`config.mk`:
```
export PLATFORM = sky130hd
export DESIGN_NAME = decoder_n_scan
export DESIGN_NICKNAME = d
export VERILOG_FILES = /design/src/rtl/decoder_n_scan.sv
export SDC_FILE = /design/constraint.sdc
export NUM_CORES = 1
export LEC_CHECK = 0
export CORE_UTILIZATION = 55
export DETAILED_ROUTE_END_ITERATION = 8
export HOLD_SLACK_MARGIN = 0.02
export PLACE_DENSITY = 0.85
export SLEW_MARGIN = 40
export SYNTH_ARGS = -nofsm -noshare
export SYNTH_HDL_FRONTEND = slang
export SYNTH_SLANG_ARGS = --single-unit
```
`constraint.sdc`:
```
create_clock -name clk_i -period 5.5 [get_ports clk_i]
set_input_delay 0.825 -clock clk_i [delete_from_list [all_inputs] [get_ports clk_i]]
set_output_delay 0.825 -clock clk_i [all_outputs]
set_load 0.03 [all_outputs]
```
`src/rtl/decoder_n_scan.sv`:
```
// Registered SEL_W-to-2^SEL_W decoder with three-pin gate and polarity select.
// Scan mode walks the selected output round-robin, holding each index dwell+1 cycles.
module decoder_n_scan #(
    parameter int SEL_W      = 3,
    parameter int ACTIVE_LOW = 1,
    parameter int DWELL_W    = 8
) (
    input  logic                  clk_i,
    input  logic                  rst_i,
    input  logic [SEL_W-1:0]      in_i,
    input  logic [2:0]            en_i,
    input  logic                  mode_i,
    input  logic [DWELL_W-1:0]    dwell_i,
    input  logic                  load_i,
    output logic [(1<<SEL_W)-1:0] out_o,
    output logic [SEL_W-1:0]      idx_o,
    output logic                  wrap_o
);
    // state  | meaning
    // IDLE   | gate closed, every output inactive, idx retained
    // DIRECT | out follows decode(in) with one cycle latency
    // SCAN   | index advances after dwell+1 cycles, load reloads from in

    localparam int N = 1 << SEL_W;
    localparam logic [N-1:0] OUT_IDLE = (ACTIVE_LOW != 0) ? {N{1'b1}} : {N{1'b0}};

    typedef enum logic [1:0] {IDLE, DIRECT, SCAN} state_t;

    state_t               state_q, state_d;
    logic [N-1:0]         out_q, out_d;
    logic [SEL_W-1:0]     idx_q, idx_d;
    logic                 wrap_q, wrap_d;
    logic [DWELL_W-1:0]   cnt_q, cnt_d;
    logic                 gate;

    function automatic logic [N-1:0] decode(input logic [SEL_W-1:0] k);
        logic [N-1:0] oh;
        oh    = '0;
        oh[k] = 1'b1;
        return (ACTIVE_LOW != 0) ? ~oh : oh;
    endfunction

    assign gate = en_i[0] & ~en_i[1] & ~en_i[2];

    always_ff @(posedge clk_i or posedge rst_i) begin
        if (rst_i) begin
            state_q <= IDLE;
            out_q   <= OUT_IDLE;
            idx_q   <= '0;
            wrap_q  <= 1'b0;
            cnt_q   <= '0;
        end else begin
            state_q <= state_d;
            out_q   <= out_d;
            idx_q   <= idx_d;
            wrap_q  <= wrap_d;
            cnt_q   <= cnt_d;
        end
    end

    always_comb begin
        state_d = IDLE;
        if (gate) state_d = mode_i ? SCAN : DIRECT;
    end

    always_comb begin
        idx_d  = idx_q;
        cnt_d  = '0;
        wrap_d = 1'b0;
        out_d  = OUT_IDLE;
        unique case (state_d)
            IDLE: ;
            DIRECT: begin
                idx_d = in_i;
                out_d = decode(in_i);
            end
            SCAN: begin
                // Entry from another state restarts at in; load beats terminal count.
                if (state_q != SCAN || load_i) begin
                    idx_d = in_i;
                end else if (cnt_q >= dwell_i) begin
                    idx_d  = idx_q + 1'b1;
                    wrap_d = &idx_q;
                end else begin
                    cnt_d = cnt_q + 1'b1;
                end
                out_d = decode(idx_d);
            end
            default: ;
        endcase
    end

    assign out_o  = out_q;
    assign idx_o  = idx_q;
    assign wrap_o = wrap_q;

endmodule

```
Yosys cells after proc, flatten, opt, wreduce, memory -nomap -nowiden
Cells that the tools add are included.
- magnitude comparators: 5
- $add $sub $neg: 2
- bitwise logic cells: 6
- equality and inequality tests: 3
- reductions and logical operators: 5
- mux-type cells: 17
- operators by type and width (kind ; number):
    8-bit two-way mux ; 3
    8-bit NOT ; 2
    8-bit case mux with 2 select lines ; 1
    3-bit two-way mux ; 3
    8-bit by 1-bit adder with 8-bit output, second input constant ; 1
    8-bit greater-or-equal comparator ; 1
    3-bit by 4-bit less-than comparator with 1-bit output, second input constant ; 2
    1-bit demux with 3-bit select ; 2
    3-bit by 1-bit greater-or-equal comparator with 1-bit output, second input constant ; 2
    3-bit case mux with 2 select lines ; 1
    1-bit two-way mux ; 5
    2-bit two-way mux ; 2
    3-bit by 1-bit adder with 3-bit output, second input constant ; 1
    3-bit AND reduction ; 1
    1-bit bitwise AND ; 2
    2-bit by 1-bit equality test with 1-bit output, second input constant ; 1
    2-bit equality test, second input constant ; 1
    1-bit logical AND ; 2
    2-bit != test, second input constant ; 1
    1-bit NOT ; 2
    2-bit nonzero test ; 1
    1-bit logical OR ; 1
- flip-flop bits (word level): 22
- output and inout port bits: 12
- logic and storage cells: 43
- bits of input ports: 18

Longest topological paths before layout
- word-level depth: 12
- gate-level depth with buffers: 9
- gate-level depth less buffers: 8

Worst setup path before layout
OpenSTA, ideal clock, no wires.
- path kind: input-to-reg
- start point: input dwell_i[1]
- end point: register out_q[7], in the netlist out_o[7]
- path slack: 3.048 ns
- setup time: 0.083 ns
- required time: 5.417 ns
- arrival: 2.369 ns
- stages: 8
- buffers on the path: 0
- cell sequence: inv_1 > ha_1 > clkinv_1 > o21a_1 > nor2_1 > mux2i_4 > o21ai_2 > o32a_1
- cells in the longest elaborated chain, start to end: 10
- elaborated cells between the ends (all ways): 11
- classes of those cells: 3 x order compare; 6 x mux; 1 x bitwise; 1 x reduce/logical
- RTL lines (what ; RTL line ; RTL):
    from (decl) ; 13 ; input logic [DWELL_W-1:0] dwell_i,
    8-bit greater-or-equal comparator * ; 81 ; end else if (cnt_q >= dwell_i) begin
    3-bit two-way mux * ; 81 ;
    3-bit two-way mux * ; 79 ; if (state_q != SCAN || load_i) begin
    3-bit two-way mux * ; 71 ; unique case (state_d)
    3-bit by 4-bit less-than comparator with 1-bit output (implied by the code) / 3-bit by 1-bit greater-or-equal comparator with 1-bit output (equally long branches) ; 39 ; oh[k] = 1'b1;
    1-bit logical AND (implied by the code) ; 39 ;
    1-bit two-way mux (implied by the code) ; 39 ;
    1-bit demux with 3-bit select * ; 39 ;
    8-bit NOT * ; 40 ; return (ACTIVE_LOW != 0) ? ~oh : oh;
    8-bit case mux with 2 select lines * ; 71 ;
    via out_d[7] ; 30 ; logic [N-1:0] out_q, out_d;
    to (signal assigned) ; 54 ; out_q <= out_d;
    to (decl) ; 30 ;
The timed path passes the listed nets; every way through them passes the cells marked *. The select of a mux whose other input is x is not followed.
A chain may end at the register's enable or synchronous reset.

Worst setup path after layout
- start point: input dwell_i[1]
- end point: register idx_q[1], in the netlist idx_o[1]
- cells in the longest elaborated chain, start to end: 5
- RTL lines (what ; RTL line ; RTL):
    8-bit greater-or-equal comparator ; 81 ;
    3-bit two-way mux ; 81 ;
    3-bit two-way mux ; 79 ;
    3-bit two-way mux ; 71 ;
    3-bit case mux with 2 select lines ; 71 ;
    to (signal assigned) ; 55 ; idx_q <= idx_d;
    to (decl) ; 31 ; logic [SEL_W-1:0] idx_q, idx_d;
Every way passes these cells. The select of a mux whose other input is x is not followed.

==> results.md <==
- Data required, critical path: 5700 ps
- Cell count after synthesis: 150
- Synth Area in Simple Gates: 0.2416
- Synth Area in Adders: 0.09426
- Clock latency on the worst-skew pair: 310 ps
- Post-synthesis compound-gate area fraction: 0.1774
- Fin. Hold Viols: 0
- Worst flop-to-flop path endpoint: idx_o[1]
- Post-synth EDFFs: 0
- CP endpoint kind: register
- Initial antenna violation count: 0
- Largest net degree at the start of global routing: 23
- DIE HEIGHT: 53.53 um
- Total gr overflow: 0
- Setup Skew: 4.449 ps
- Clock net sink count: 22
- WS Path Type: primary input to register
- Total Power Consumption: 0.3651 mW
- Post-Syn Nets: 179
- Setup violations, final: 0
- Die footprint: 2865 um^2
- Status: complete, no violations
- Vias in the first global route: 1,168
- Residual DRC count: 0
- CTS Buf Count: 3
- Critical path cell sequence: clkdlybuf4s50_1 > inv_1 > ha_1 > clkinv_1 > o21a_1 > nor2_1 > a211o_1 > nand2_1 > a221o_1
- # resized after CTS: 0
- First-pass DRT Iterations: 4
- Rel. slew slack: 0.6677
- Final Critical Period: 2802 ps
- Setup TNS: 0 ps
- Critical Path Fanout Max: 11
- Boundary Pins: 30
- Core area: 2500 um^2
- Ys flop type: dfrtp_1
- RSZ-0062 raised after global routing: no
- DR WL/cell: 14.68 um
- RR Startpoint: cnt_q[0]
- WL final: 3068 um
- Syn Area/Cell: 9.734 um^2
- Dpl ws: 2399 ps
- Cell Rows: 18
- Gpl congestion: 0.8792
- Placement Cell Area: 1762 um^2
- Final cycle utilization of the critical path: 0.5094
- Slowest library cell on the worst path: clkdlybuf4s50_1
- Max cap viols: 0
- Max incr delay on CP: 450 ps
- Root buffer cell: clkbuf_4
- Via count: 1,240
- Final #Nets: 209
- Initial Util: 0.5841
- Cell family with most CP delay: compound AO/OA/AOI/OAI gates
- Max VDD drop: 0.3200 mV
- CTS tree: done
- IO Port Bufs: 29
- Startpoint types: primary input
- Seq cells post-synth: 22
- Xor/xnor cell area share of the yosys netlist: 0.03599
- Post-synthesis cell type count: 42
- Class of the worst hold path: register to register
- Worst setup path start: dwell_i[1]
- Post-CTS Setup Inserts: 0
- Largest buffer count on any clock path: 2
- Final instance area: 1814 um^2
- Post-DP HPWL: 2426 um
- Power per Cell Area: 201.2 nW/um^2
- R2R Setup Slk: 3210 ps
- Worst Reg-to-Reg Cells: 8
- Fmax: 356.9 MHz
- Initial DRC count: 33
- Final WS setup: 2698 ps
- Worst path arrival time: 3000 ps
- Seq/Total Area, Yosys: 0.3839
- Buf+Inv Stages, Crit Path: 3
- N_diodes: 0
- Largest family of logic cells by synthesized area: simple AND/OR/NAND/NOR gates
- FFs w/ async S/R, synth: 1.000
- Critical Path Stages: 9
- Final Slew Violations: 0
- Syn. warnings: 0
- All-Layer GR Usage: 0.2519
- Worst Max-Slew Pin Slew: 496.2 ps
- LEAKAGE: 0.7709 nW
- Post-DRT Antenna Nets: 0
- Fraction of layout instances using a drive strength above 1: 0.1508
- Worst Setup EP: idx_o[1]
- H-Tree Depth: 1
- First-pass GRT wire length: 5188 um
- Syn-to-layout area delta: 24.25%
- Vias per cell: 5.933
- Mux share of post-synthesis cell area: 0.01542
- Clk slew on worst S/H paths: 110 ps
- Area of the mapped netlist: 1460 um^2
- Cts hold-fix bufs: 0
- Die width: 53.53 um
==> cells in the mapped netlist (2+ instances only) <==
cell type | instances | area [um^2]
nor2_1 | 21 | 78.83
o211ai_1 | 3 | 22.52
o311a_1 | 2 | 20.02
or3b_1 | 2 | 17.52
nand2b_1 | 2 | 12.51
nor3_1 | 2 | 10.01
a21o_1 | 2 | 15.01
and3_1 | 4 | 25.02
nand2_1 | 7 | 26.28
a221o_1 | 2 | 20.02
and2_1 | 2 | 12.51
a21oi_1 | 4 | 20.02
xor2_1 | 5 | 43.79
ha_1 | 11 | 137.6
nand4_1 | 2 | 12.51
nand3_1 | 8 | 40.04
dfrtp_1 | 14 | 350.3
clkbuf_1 | 2 | 7.510
a32oi_1 | 4 | 35.03
nor2b_1 | 3 | 18.77
o32a_1 | 4 | 40.04
inv_1 | 12 | 45.04
a211oi_1 | 3 | 22.52
nor3b_2 | 2 | 25.02
nand2_2 | 2 | 12.51
dfstp_2 | 8 | 210.2
o211ai_2 | 2 | 25.02
==> layout make-up <==
type / instances / area (um^2)
inverters: 13 / 48.80
repair buffers: 29 / 290.3
fillers: 186 / 685.7
clock inverters: 1 / 30.03
multi-input cells: 111 / 824.5
flip-flops and latches: 22 / 560.5
clock buffers: 3 / 22.52
well taps: 30 / 37.54
==> logic make-up (layout without fill, tap and decap cells) <==
| family | Yosys count | after routing |
|---|---|---|
| AND/OR/NAND/NOR | 62 | 62 |
| AO/OA/AOI/OAI | 31 | 31 |
| flip-flops | 22 | 22 |
| buffers and inverters | 17 | 46 |
| adder cells (fa/ha/maj) | 11 | 11 |
| XOR/XNOR | 6 | 6 |
| multiplexers | 1 | 1 |
==> report_power, final <==
group	total, mW	switching, mW	internal (mW)
Sequential	0.175	0.00761	0.167
Clock	0.120	0.0468	0.0737
Combinational	0.0699	0.0373	0.0326
Total	0.365	0.0917	0.273
==> sequential cells by signal, summed over array words and instances, names as in the netlist <==
signal,count
wrap_o,1
state_q,2
cnt_q,8
out_o,8
idx_o,3
==> placed cells by master (no fill, tap or decap), drive strengths merged, types with 3 or more instances in the layout <==
cell	Yosys	routed
clkdlybuf4s50	0	29
nor2	22	22
dfrtp	14	14
inv	12	12
ha	11	11
nand2	10	10
nand3	8	8
dfstp	8	8
xor2	5	5
a21oi	5	5
o211ai	5	5
and3	4	4
o32a	4	4
a32oi	4	4
nor2b	3	3
a211oi	3	3
clkbuf	2	3
nor3b	3	3
and2	3	3
==> how the worst min path moves through the flow <==
stage | from | endpoint | depth (start not counted)
2_1_floorplan | cnt_q[0] | cnt_q[0] | 1
3_3_place_gp | cnt_q[0] | cnt_q[0] | 1
3_5_place_dp | cnt_q[0] | cnt_q[0] | 1
4_1_cts | cnt_q[0] | cnt_q[0] | 1
5_1_grt | cnt_q[0] | cnt_q[0] | 1
6_report | cnt_q[0] | cnt_q[0] | 1
==> per-layer routing <==
layer  wire length (um)  global-route usage  part of all wire  up-vias
met5                  0                   0                 0        -
met4                 31             0.06579             0.010        0
met3                182             0.07471             0.059        4
met2               1522              0.4104              0.50       40
met1               1332              0.3228              0.43      597
li1                   -                   -                 -      599
==> through the flow <==
stage | instances | utilization | hold WS (ps)
6_report | 209 | 0.7257 | 546.5
3_5_place_dp | 205 | 0.7047 | 544.0
4_1_cts | 209 | 0.7257 | 556.7
5_1_grt | 209 | 0.7257 | 587.2
3_3_place_gp | 205 | 0.7047 | 528.8
2_1_floorplan | 150 | - | 479.6
No activity file was read; power rests on OpenSTA's default activity.
